`config.mk`:
```
export PLATFORM = sky130hd
export DESIGN_NAME = quad_step_decoder
export DESIGN_NICKNAME = d
export VERILOG_FILES = /design/src/rtl/quad_step_pkg.sv /design/src/rtl/quad_input_filter.sv /design/src/rtl/quad_step_decoder.sv
export SDC_FILE = /design/constraint.sdc
export NUM_CORES = 1
export LEC_CHECK = 0
export ABC_CLOCK_PERIOD_IN_PS = 3400
export CAP_MARGIN = 10
export CELL_PAD_IN_SITES_DETAIL_PLACEMENT = 1
export CELL_PAD_IN_SITES_GLOBAL_PLACEMENT = 1
export CORE_ASPECT_RATIO = 0.7
export CORE_MARGIN = 1.5
export CORE_UTILIZATION = 35
export DETAILED_ROUTE_END_ITERATION = 6
export DONT_BUFFER_PORTS = 1
export HOLD_SLACK_MARGIN = 0.02
export PLACE_DENSITY_LB_ADDON = 0.15
export SETUP_SLACK_MARGIN = 0.2
export SYNTH_ARGS = -nofsm -noshare
export SYNTH_HDL_FRONTEND = slang
export SYNTH_HIERARCHICAL = 1
export SYNTH_SLANG_ARGS = --single-unit
export TNS_END_PERCENT = 100
```
`constraint.sdc`:
```
create_clock -name clk -period 3.4 [get_ports clk]
set_input_delay 0.85 -clock clk [delete_from_list [all_inputs] [get_ports clk]]
set_output_delay 0.85 -clock clk [all_outputs]
set_load 0.05 [all_outputs]
```
`src/rtl/quad_step_pkg.sv`:
```
// Shared phase-state encodings and transition classification for the quadrature decoder.
package quad_step_pkg;

   localparam logic [1:0] PH_00 = 2'b00;
   localparam logic [1:0] PH_01 = 2'b01;
   localparam logic [1:0] PH_11 = 2'b11;
   localparam logic [1:0] PH_10 = 2'b10;

   localparam int DEFAULT_CNT_W = 3;

   typedef enum logic [1:0] {
      TR_NONE    = 2'd0,
      TR_UP      = 2'd1,
      TR_DOWN    = 2'd2,
      TR_ILLEGAL = 2'd3
   } trans_e;

   // Forward order is 00->01->11->10->00; any single-bit move that is not forward is reverse.
   function automatic trans_e classify_trans(input logic [1:0] prev, input logic [1:0] cur);
      logic [1:0] fwd_next;
      trans_e     t;
      case (prev)
         PH_00:   fwd_next = PH_01;
         PH_01:   fwd_next = PH_11;
         PH_11:   fwd_next = PH_10;
         default: fwd_next = PH_00;
      endcase
      if (prev == cur)
         t = TR_NONE;
      else if ((prev ^ cur) == 2'b11)
         t = TR_ILLEGAL;
      else if (cur == fwd_next)
         t = TR_UP;
      else
         t = TR_DOWN;
      return t;
   endfunction

endpackage

```
`src/rtl/quad_input_filter.sv`:
```
// Synchronizes the raw phase pair into clk and only passes a new 2-bit state once it has
// been stable for FILT_CYCLES consecutive samples.
module quad_input_filter #(
   parameter int SYNC_STAGES = 2,
   parameter int FILT_CYCLES = 2
) (
   input  logic       clk,
   input  logic       rst,
   input  logic [1:0] raw,
   output logic [1:0] filt
);
   import quad_step_pkg::*;

   localparam int FCNT_W = (FILT_CYCLES > 1) ? $clog2(FILT_CYCLES) : 1;

   logic [1:0]        r_sync [SYNC_STAGES];
   logic [1:0]        r_filt;
   logic [FCNT_W-1:0] r_fcnt;
   logic [1:0]        w_sync;

   assign w_sync = r_sync[SYNC_STAGES-1];
   assign filt   = r_filt;

   // NOTE: the synchronizer flops are reset too, so a phase pin held high at release is seen
   // as a fresh transition away from 00 rather than as an undefined start state.
   always_ff @(posedge clk or posedge rst) begin
      if (rst) begin
         for (int i = 0; i < SYNC_STAGES; i++) r_sync[i] <= PH_00;
      end else begin
         r_sync[0] <= raw;
         for (int i = 1; i < SYNC_STAGES; i++) r_sync[i] <= r_sync[i-1];
      end
   end

   always_ff @(posedge clk or posedge rst) begin
      if (rst) begin
         r_filt <= PH_00;
         r_fcnt <= '0;
      end else if (w_sync == r_filt) begin
         r_fcnt <= '0;
      end else if (r_fcnt == FCNT_W'(FILT_CYCLES - 1)) begin
         r_filt <= w_sync;
         r_fcnt <= '0;
      end else begin
         r_fcnt <= r_fcnt + FCNT_W'(1);
      end
   end

endmodule

```
`src/rtl/quad_step_decoder.sv`:
```
// Quadrature receiver: filtered phase pair in, registered step/dir/pos/err out.
module quad_step_decoder
   import quad_step_pkg::*;
#(
   parameter int CNT_W       = DEFAULT_CNT_W,
   parameter int SYNC_STAGES = 2,
   parameter int FILT_CYCLES = 2
) (
   input  logic             clk,
   input  logic             rst,
   input  logic             a_in,
   input  logic             b_in,
   input  logic             clr_pos,
   input  logic             clr_err,
   output logic             step,
   output logic             dir,
   output logic [CNT_W-1:0] pos,
   output logic             err,
   output logic             err_sticky
);

   logic [1:0]       w_filt;
   trans_e           w_trans;
   logic [1:0]       r_filt_prev;
   logic             r_step;
   logic             r_dir;
   logic [CNT_W-1:0] r_pos;
   logic             r_err;
   logic             r_err_sticky;

   quad_input_filter #(
      .SYNC_STAGES(SYNC_STAGES),
      .FILT_CYCLES(FILT_CYCLES)
   ) u_filter (
      .clk (clk),
      .rst (rst),
      .raw ({a_in, b_in}),
      .filt(w_filt)
   );

   assign w_trans = classify_trans(r_filt_prev, w_filt);

   // NOTE: every piece of decoder state is assigned with <= so all of it samples the same
   // pre-edge filt/filt_prev pair, regardless of statement order.
   always_ff @(posedge clk or posedge rst) begin
      if (rst) begin
         r_filt_prev  <= PH_00;
         r_step       <= 1'b0;
         r_dir        <= 1'b1;
         r_pos        <= '0;
         r_err        <= 1'b0;
         r_err_sticky <= 1'b0;
      end else begin
         r_filt_prev <= w_filt;
         r_step      <= (w_trans == TR_UP) || (w_trans == TR_DOWN);
         r_err       <= (w_trans == TR_ILLEGAL);

         if (w_trans == TR_UP)
            r_dir <= 1'b1;
         else if (w_trans == TR_DOWN)
            r_dir <= 1'b0;

         // Clear beats a coincident step; step/dir above still report the motion.
         if (clr_pos)
            r_pos <= '0;
         else if (w_trans == TR_UP)
            r_pos <= r_pos + CNT_W'(1);
         else if (w_trans == TR_DOWN)
            r_pos <= r_pos - CNT_W'(1);

         if (clr_err)
            r_err_sticky <= 1'b0;
         else if (w_trans == TR_ILLEGAL)
            r_err_sticky <= 1'b1;
      end
   end

   assign step       = r_step;
   assign dir        = r_dir;
   assign pos        = r_pos;
   assign err        = r_err;
   assign err_sticky = r_err_sticky;

endmodule

```
---- Word level (Yosys, flattened, before mapping) ----
Index checks and enable logic that the tools add are counted.
word-level totals
  bits in registers ....................... 16
  input bits .............................. 6
  logic and storage cells ................. 43
cells by class
  reduce and logical (&&, ||, !) cells .... 6
  muxes and demuxes ....................... 13
  bitwise operators ....................... 2
  $add $sub $neg .......................... 3
  eq/ne operators ......................... 9
operators by type and width
  kind                                               number
  2-to-1 mux 3 bit                                   3
  == test 2 bit (second input constant)              4
  == test 2 bit                                      3
  2-to-1 mux 1 bit                                   6
  2-to-1 mux 2 bit                                   3
  case mux 2 bit (3 select lines)                    1
  == test 2 x 1 -> 1 bit (second input constant)     2
  nonzero test 2 bit                                 2
  adder 3 x 1 -> 3 bit (second input constant)       1
  nonzero test 3 bit                                 1
  subtractor 3 x 1 -> 3 bit (second input constant)  1
  zero test 2 bit                                    1
  AND reduction 2 bit                                1
  XOR 2 bit                                          1
  adder 1 bit (second input constant)                1
  logical OR 1 bit                                   1
  inverter 1 bit                                     1

---- Depth between registers and ports, before layout ----
Gate-level depths: netlist of run 1.
  depth after elaboration ................. 10
  gate-level depth with buffers ........... 9

---- Cells and area by module ----
Netlist of run 1, hierarchy kept.
modules (own cells, without submodules)
  module             cells each  area an instance (um2)  instances  seq. area each (um2)
  quad_step_decoder  43          467.9                   1          226.5
  quad_input_filter  13          224.0                   1          175.2

---- Worst setup path after synthesis of run 1 ----
OpenSTA, ideal clock, no wires.
  path type ............................... register to register
  from .................................... register u_filter.r_filt[0], in the netlist u_filter/filt[0]
  to ...................................... register r_pos[2], in the netlist pos[2]
  arrival ................................. 1,918 ps
  setup slack ............................. 1,394 ps
  period minus slack after synthesis ...... 2,006 ps
  stages on the path, launching flop included .. 10
  setup time .............................. 88 ps
  buffers on the path ..................... 1
  cell sequence ........................... dfrtp_1 > buf_2 > nor2_1 > o21ai_1 > o21a_1 > ha_1 > fa_1 > and3b_1 > o21ai_1 > nor3b_1
on the way
  cells in the longest elaborated chain, start to end .. 7
  elaborated cells between the ends (all ways) .. 12
ends and longest elaborated chain
  what                                                      line                                      RTL
  from (decl)                                               quad_input_filter.sv:17                   logic [1:0] r_filt;
  from (signal assigned)                                    quad_input_filter.sv:42                   r_filt <= w_sync;
  == test 2 bit / XOR 2 bit (equally long branches)         quad_step_pkg.sv:32, quad_step_pkg.sv:30
  2-to-1 mux 2 bit / == test 2 bit (equally long branches)  quad_step_pkg.sv:32, quad_step_pkg.sv:30
  2-to-1 mux 2 bit                                          quad_step_pkg.sv:30                       else if ((prev ^ cur) == 2'b11)
  2-to-1 mux 2 bit (*)                                      quad_step_pkg.sv:28                       if (prev == cur)
  == test 2 x 1 -> 1 bit                                    quad_step_decoder.sv:66                   else if (w_trans == TR_UP)
  2-to-1 mux 3 bit                                          quad_step_decoder.sv:66
  2-to-1 mux 3 bit                                          quad_step_decoder.sv:64                   if (clr_pos)
  to (signal assigned)                                      quad_step_decoder.sv:67                   r_pos <= r_pos + CNT_W'(1);
  to (signal assigned)                                      quad_step_decoder.sv:69                   r_pos <= r_pos - CNT_W'(1);
  to (decl)                                                 quad_step_decoder.sv:27                   logic [CNT_W-1:0] r_pos;
Every way passes the cells marked *; elsewhere a longest branch is shown, timed or not.
A chain may end at the register's enable or synchronous reset.

---- Worst setup path in the final report of run 1 ----
Same ends and word-level chain as after synthesis.

==> results.yml, run 1 <==
layout:
  areaGrowthSynthToFinish_pct: 8.50
  drive_gt1_share_pct: 13.6
  antenna_cells: 0
  design_area_sq_um: 751
  layout.area.seq_sq_um: 402
  nNetsFinal: 69
  multiInputGateArea_sq_um: 267
  fillers: 210
yosys:
  synth_compound_area_share_pct: 10.5
  synth_seq_cells: 16
  synthArstFlopShare_pct: 100
  synth_top_area_cell: "dfrtp_1"
  avgSynthCellArea_sq_um: 12.4
  synth_most_common_cell: "dfrtp_1"
  synth_ff_type: "dfrtp_1"
  ys_seq_area_share_pct: 58.0
  synth-adder-area-share_pct: 6.51
  synthSimpleGateAreaFrac_pct: 8.86
  synthDistinctLibCells: 25
  synth_top_cells_by_area: "dfrtp_1 54%, xnor2_1 6.3%, dfstp_2 3.8%"
  yosys_warnings: 6
  synth.net_count: 65
  synth-xor-area-share_pct: 6.33
  netlist_instances: 56
  ys_top_cells_by_count: "15 x dfrtp_1, 5 x xnor2_1, 4 x inv_1, 4 x o21ai_1"
  synth_top_family_by_area: "compound AO/OA/AOI/OAI gates"
  yosysTopAreaCellShare_pct: 54.2
  syn_area_sq_um: 692
  yosys-mux-area-fraction_pct: 6.33
  synth_edf_count: 0
placed_design:
  placed_area_sq_um: 714
  io_buffer_count: 0
  hpwl_um: 827
  globalplace.congestion: 0.663
timing:
  rsz0062_at_grt: "no"
  final_hold_viol_count: 0
  setup_viol: 0
  slew_viol_final: 0
  tightestPinTransition_ns: 0.494
  fmax_ghz: 0.463
  fin_skew_ns: 0.000784
  post-route-period-util_pct: 63.6
  period_needed_ns: 2.16
  relSlewSlack_pct: 67.1
  finalSetupTns_ns: 0
route:
  dr.first_iter.drc_count: 2
  drt_drc_violations_left: 0
  ant_nets: 0
  wire_per_inst_um: 13.3
  vias: 390
  drt_first_pass_iters: 2
  routed_wl_um: 1080
  viasPerCell: 4.81
worst_setup_path:
  worstSetupPathType: "register to register"
  worst_ep_required_time_ns: 3.60
  setup.worst_path.end_class: "register"
  critPathMaxStageDelay_ns: 0.55
  reg2reg_depth: 8
  critPathArrivalTime_ns: 2.37
  crit_path_top_delay_cell: "dfrtp_1"
  crit_chain: "nor2b_1 -> o21ai_1 -> o21a_1 -> ha_1 -> fa_1 -> and3b_1 -> o21ai_1 -> nor3b_1"
  cp_max_fo: 10
  startpoint_type: "register"
  crit_top_cell: "o21ai_1"
global_routing:
  track_usage_pct: 11.1
  grt_pass1_vias: 389
  grt_max_degree: 11
  grt_overflow_total: 0
  grt_pass1_wl_um: 1720
  grt_antenna_before_repair: 0
cts:
  cts-htree-levels: 1
  cts-buffers-inserted: 3
  cts_setup_buffers: 0
  cts_hold_buf: 0
  clkTransAtPathRegs_ns: 0.09
  clockBufferDepth: 2
  clkLatencyLatePin_ns: 0.28
  cts_tree: "built"
  cts_sinks: 16
  cts-root-buf: "clkbuf_4"
  postCtsResizedCells: 0
hold_path:
  min_path_type: "register to register"
  min_delay_path_depth: 0
floorplanning:
  die_x_um: 56.1
  core_area_sq_um: 1850
  die_area_sq_um: 2260
  fp-row-count: 13
  die_h_um: 40.2
  start_util_pct: 37.3
  io_pins: 13
outcome:
  status: "finished, final reports clean"
job:
  max-cap-violations: 0
[critical path, delay by kind of cell (launching register included)]
family                   cells  cell delay (ns)
adder cells (fa/ha/maj)      2             0.63
AND/OR/NAND/NOR              3             0.59
flip-flops                   1             0.55
AO/OA/AOI/OAI                3             0.33
[state kept, by name (all words and copies together) (netlist names)]
register,count
dir,1
err,1
err_sticky,1
pos,3
r_filt_prev,2
step,1
u_filter/filt,2
u_filter/r_fcnt,1
u_filter/r_sync,2
u_filter/w_sync,2
[cell families after synthesis]
family,after synthesis
AND/OR/NAND/NOR,11
buffers and inverters,6
adder cells (fa/ha/maj),3
multiplexers,4
XOR/XNOR,5
AO/OA/AOI/OAI,11
flip-flops,16
[cell type report]
| cell class | count | share of cell area, % |
|---|---|---|
| clock buffers | 4 | 4.83 |
| flip-flops and latches | 16 | 53.5 |
| well taps | 22 | 3.67 |
| inverters | 5 | 2.50 |
| multi-input cells | 34 | 35.5 |
[layout by cell type (no fill, tap or decap)]
cell type  instances
a21o_1             1
nand2_1            1
fa_1               1
o21ai_1            4
nor3_1             1
o21a_1             2
xnor2_1            5
nor2_2             1
inv_1              4
o211ai_1           1
dfrtp_1           15
nor2b_1            3
clkbuf_8           1
and3b_1            1
a21oi_1            1
nor2_1             3
dfstp_2            1
mux2_2             2
mux2_1             1
mux2i_1            1
a211oi_1           1
nor3b_1            1
clkbuf_4           3
clkinv_1           1
o21ba_1            1
ha_1               2
[through the flow]
| step | utilization, % | setup slack, ns | hold WS (ns) | std cells |
|---|---|---|---|---|
| floorplan | - | 1.39 | 0.331 | 56 |
| global placement | 38.5 | 1.28 | 0.332 | 77 |
| detailed placement | 38.5 | 1.24 | 0.336 | 77 |
| CTS | 40.5 | 1.24 | 0.357 | 81 |
| global route | 40.5 | 1.02 | 0.364 | 81 |
| finish | 40.5 | 1.24 | 0.354 | 81 |
[worst paths after layout]
path | from | to | slack, ns
min in group asynchronous | rst | u_filter/r_sync[3] | 0.37
min | u_filter/r_sync[2] | u_filter/w_sync[0] | 0.35
max | u_filter/filt[0] | pos[2] | 1.24
max in group asynchronous | rst | dir | 2.67
max reg2reg | u_filter/filt[0] | pos[2] | 1.24
min reg2reg | u_filter/r_sync[2] | u_filter/w_sync[0] | 0.35
[per-layer routing]
metal | global-route usage (%) | wire [um] | up-vias
met3 | 6.77 | 59 | 2
li1 | - | - | 191
met5 | 0 | 0 | -
met2 | 16.5 | 456 | 12
met1 | 12.9 | 554 | 185
met4 | 5.36 | 5 | 0
Power of run 1 is not shown: default switching activity piles up to over one toggle a cycle in this logic, so the estimate is an artifact.
==> inputs of run 2 (changes only) <==
ABC_CLOCK_PERIOD_IN_PS = 2000   (was 3400)
clock period = 2 ns   (was 3.4 ns; I/O delays follow)
==> results.yml, run 2 (same netlist as run 1, synthesis figures left out) <==
timing:
  tightestPinTransition_ns: 0.517
  rsz0062_at_grt: "yes"
  slew_viol_final: 0
  setup_viol: 0
  relSlewSlack_pct: 65.5
  fin_skew_ns: 0.0116
  period_needed_ns: 1.99
  fmax_ghz: 0.502
  post-route-period-util_pct: 99.6
  final_hold_viol_count: 0
cts:
  clkTransAtPathRegs_ns: 0.10
  clkLatencyLatePin_ns: 0.29
  cts_sinks: 16
  cts-root-buf: "clkbuf_4"
  clockBufferDepth: 2
  cts-buffers-inserted: 3
  cts-htree-levels: 1
  cts_tree: "built"
route:
  vias: 444
  wire_per_inst_um: 14.9
  viasPerCell: 4.99
  dr.first_iter.drc_count: 4
  drt_drc_violations_left: 0
  ant_nets: 0
  drt_first_pass_iters: 2
  routed_wl_um: 1330
global_routing:
  grt_max_degree: 10
  grt_pass1_wl_um: 1900
  track_usage_pct: 12.4
  grt_pass1_vias: 412
  grt_antenna_before_repair: 0
  grt_overflow_total: 0
floorplanning:
  die_x_um: 56.1
  die_h_um: 40.2
  die_area_sq_um: 2260
  fp-row-count: 13
  start_util_pct: 37.3
  core_area_sq_um: 1850
  io_pins: 13
layout:
  fillers: 214
  design_area_sq_um: 865
  final_util_pct: 46.6
  multiInputGateArea_sq_um: 315
  areaGrowthSynthToFinish_pct: 25.0
  largest_reg_flops: 3
  drive_gt1_share_pct: 40.3
  antenna_cells: 0
  final_common_cell: "dfrtp_1"
  layout.area.seq_sq_um: 404
  final_cell_mix: "13 x dfrtp_1, 7 x buf_4, 5 x xnor2_1"
  nNetsFinal: 77
placed_design:
  hpwl_um: 928
  io_buffer_count: 0
  placed_area_sq_um: 767
  globalplace.congestion: 0.723
worst_setup_path:
  cp_max_fo: 8
  reg2reg_depth: 7
  setup.worst_path.end_class: "register"
  critPathArrivalTime_ns: 2.19
  worst_ep_required_time_ns: 2.20
  worstSetupPathType: "register to register"
  startpoint_type: "register"
job:
  max-cap-violations: 0
hold_path:
  min_path_type: "primary input to asynchronous set/reset pin"
outcome:
  status: "finished, final reports clean"
run 2: changes by cell type in the layout (fill, tap and decap cells not counted), moves of 2 or more:
cell,change
nor2_1,-2
dfrtp_2,+2
nor2b_4,+2
nor2b_1,-2
dfrtp_1,-2
buf_4,+7
run 2: final timing paths:
check / slack, ns / end / start
max: 0.008 / pos[1] / u_filter/filt[0]
min: 0.05 / r_filt_prev[1] / rst
max reg2reg: 0.008 / pos[1] / u_filter/filt[0]
min reg2reg: 0.36 / u_filter/w_sync[0] / u_filter/r_sync[2]
max in group asynchronous: 1.21 / u_filter/filt[0] / rst
min in group clk: 0.24 / u_filter/r_sync[2] / b_in
run 2: cell type report:
class	count	area share, %
flip-flops and latches	16	46.7
multi-input cells	34	36.5
repair buffers	8	7.24
clock buffers	4	4.20
well taps	22	3.18
inverters	5	2.17
run 2: stage by stage:
stage          hold slack, ns  instances  worst slack [ns]  setup TNS, ns
5_1_grt                0.0601         89           -0.0945         -0.174
3_3_place_gp            0.336         82            0.0248              0
4_1_cts                0.0477         88            0.0285              0
3_5_place_dp            0.334         82           0.00182              0
6_report               0.0538         89           0.00774              0
2_1_floorplan           0.303         56            0.0957              0
run 2: worst max-delay path: stages (launching register included):
cell and delay [ns]:
dfrtp_2 0.47, nor2b_4 0.15, o21ai_2 0.17, o21a_1 0.15
ha_2 0.18, fa_2 0.44, nor2b_4 0.14, a211oi_2 0.20
run 2: per-layer routing:
layer	part of all wire, %	track usage (%)
met5	0	0
met4	2.2	5.36
met3	5.9	6.13
met2	44	16.5
met1	48	16.9
run 2: timing repair:
item,CTS,global route
endpoints found under the hold margin,7,0
gates resized for setup,3,7
hold buffers,1,0
cloned,0,0
pin swaps,3,4
buffers inserted,1,1
setup endpoints to repair,2,3
Power of run 2 is left out for the same reason.
==> inputs of run 3 (changes only) <==
ABC_CLOCK_PERIOD_IN_PS = 2400   (was 2000)
clock period = 2.4 ns   (was 2 ns; I/O delays follow)
==> results.yml, run 3 (same netlist as run 1, synthesis figures left out) <==
cts:
  cts-root-buf: "clkbuf_4"
  cts_hold_buf: 0
  clockBufferDepth: 2
  clkLatencyLatePin_ns: 0.29
  cts_tree: "built"
  cts-htree-levels: 1
  clkTransAtPathRegs_ns: 0.10
  cts_sinks: 16
  cts-buffers-inserted: 3
floorplanning:
  fp-row-count: 13
  die_h_um: 40.2
  core_area_sq_um: 1850
  die_area_sq_um: 2260
  start_util_pct: 37.3
  die_x_um: 56.1
  io_pins: 13
layout:
  layout.area.seq_sq_um: 403
  largest_reg_flops: 3
  fillers: 217
  areaGrowthSynthToFinish_pct: 15.6
  nNetsFinal: 74
  final_cell_mix: "14 x dfrtp_1, 5 x xnor2_1, 4 x o21ai_1, 4 x inv_1, 4 x buf_4"
  final_common_cell: "dfrtp_1"
  antenna_cells: 0
  multiInputGateArea_sq_um: 279
  drive_gt1_share_pct: 26.6
timing:
  setup_viol: 0
  rsz0062_at_grt: "no"
  slew_viol_final: 0
  fin_skew_ns: 0.00458
  final_hold_viol_count: 0
  period_needed_ns: 2.05
  post-route-period-util_pct: 85.5
  relSlewSlack_pct: 66.1
  finalSetupTns_ns: 0
  tightestPinTransition_ns: 0.508
  fmax_ghz: 0.487
worst_setup_path:
  cp_max_fo: 6
  critPathArrivalTime_ns: 2.27
  worst_ep_required_time_ns: 2.62
  setup.worst_path.end_class: "register"
  startpoint_type: "register"
  worstSetupPathType: "register to register"
hold_path:
  min_path_type: "primary input to asynchronous set/reset pin"
job:
  max-cap-violations: 0
global_routing:
  grt_max_degree: 11
  grt_antenna_before_repair: 0
  grt_overflow_total: 0
  grt_pass1_vias: 411
  grt_pass1_wl_um: 1870
  track_usage_pct: 12.4
route:
  drt_first_pass_iters: 2
  routed_wl_um: 1090
  ant_nets: 0
  dr.first_iter.drc_count: 6
  drt_drc_violations_left: 0
  viasPerCell: 4.83
  wire_per_inst_um: 12.6
  vias: 415
placed_design:
  hpwl_um: 785
  globalplace.congestion: 0.705
  io_buffer_count: 0
outcome:
  status: "finished, final reports clean"
-- run 3: stage by stage --
step	std cells	area (sq um)	worst slack (ns)	hold slack (ns)	util [%]
2_1_floorplan	56	692	0.394	0.331	-
3_3_place_gp	79	729	0.285	0.333	39.3
3_5_place_dp	79	729	0.262	0.337	39.3
4_1_cts	83	766	0.235	0.104	41.3
5_1_grt	86	800	0.189	0.111	43.1
6_report	86	800	0.348	0.112	43.1
-- run 3: final timing paths --
check,slack (ns),end,from,depth (start not counted)
worst max-delay path,0.35,pos[2],u_filter/filt[0],8
worst min register to register,0.36,u_filter/w_sync[0],u_filter/r_sync[2],0
max in group asynchronous,1.94,dir,rst,1
worst max register to register,0.35,pos[2],u_filter/filt[0],8
worst min-delay path,0.11,u_filter/r_fcnt,rst,1
min in group clk,0.33,u_filter/r_sync[3],a_in,0
-- run 3: critical path, cell delays in order, from the launching register on --
cell     delay [ns]
dfrtp_2        0.44
buf_4          0.14
mux2i_1        0.13
o21a_1         0.18
ha_2           0.20
fa_1           0.38
and3b_1        0.22
o21ai_1        0.12
nor3b_2        0.16
-- run 3: cell type report --
type	count	area share, %
well taps	22	3.44
clock buffers	4	4.54
inverters	5	2.35
multi-input cells	34	34.9
repair buffers	5	4.38
flip-flops and latches	16	50.4
-- run 3: what timing repair did --
action / 4_1_cts / 5_1_grt
gates resized for setup: 0 / 5
endpoints found under the setup margin: 0 / 2
buffers inserted: 0 / 3
-- run 3: per-layer routing --
layer	GRT usage (%)	share of wire (%)	vias to the layer above	wire (um)
met5	0	0	-	0
met4	7.14	1.1	0	12
met3	6.77	6.8	2	74
met2	16.2	43	12	466
met1	16.2	49	200	532
li1	-	-	201	-
Power of run 3 is left out for the same reason.
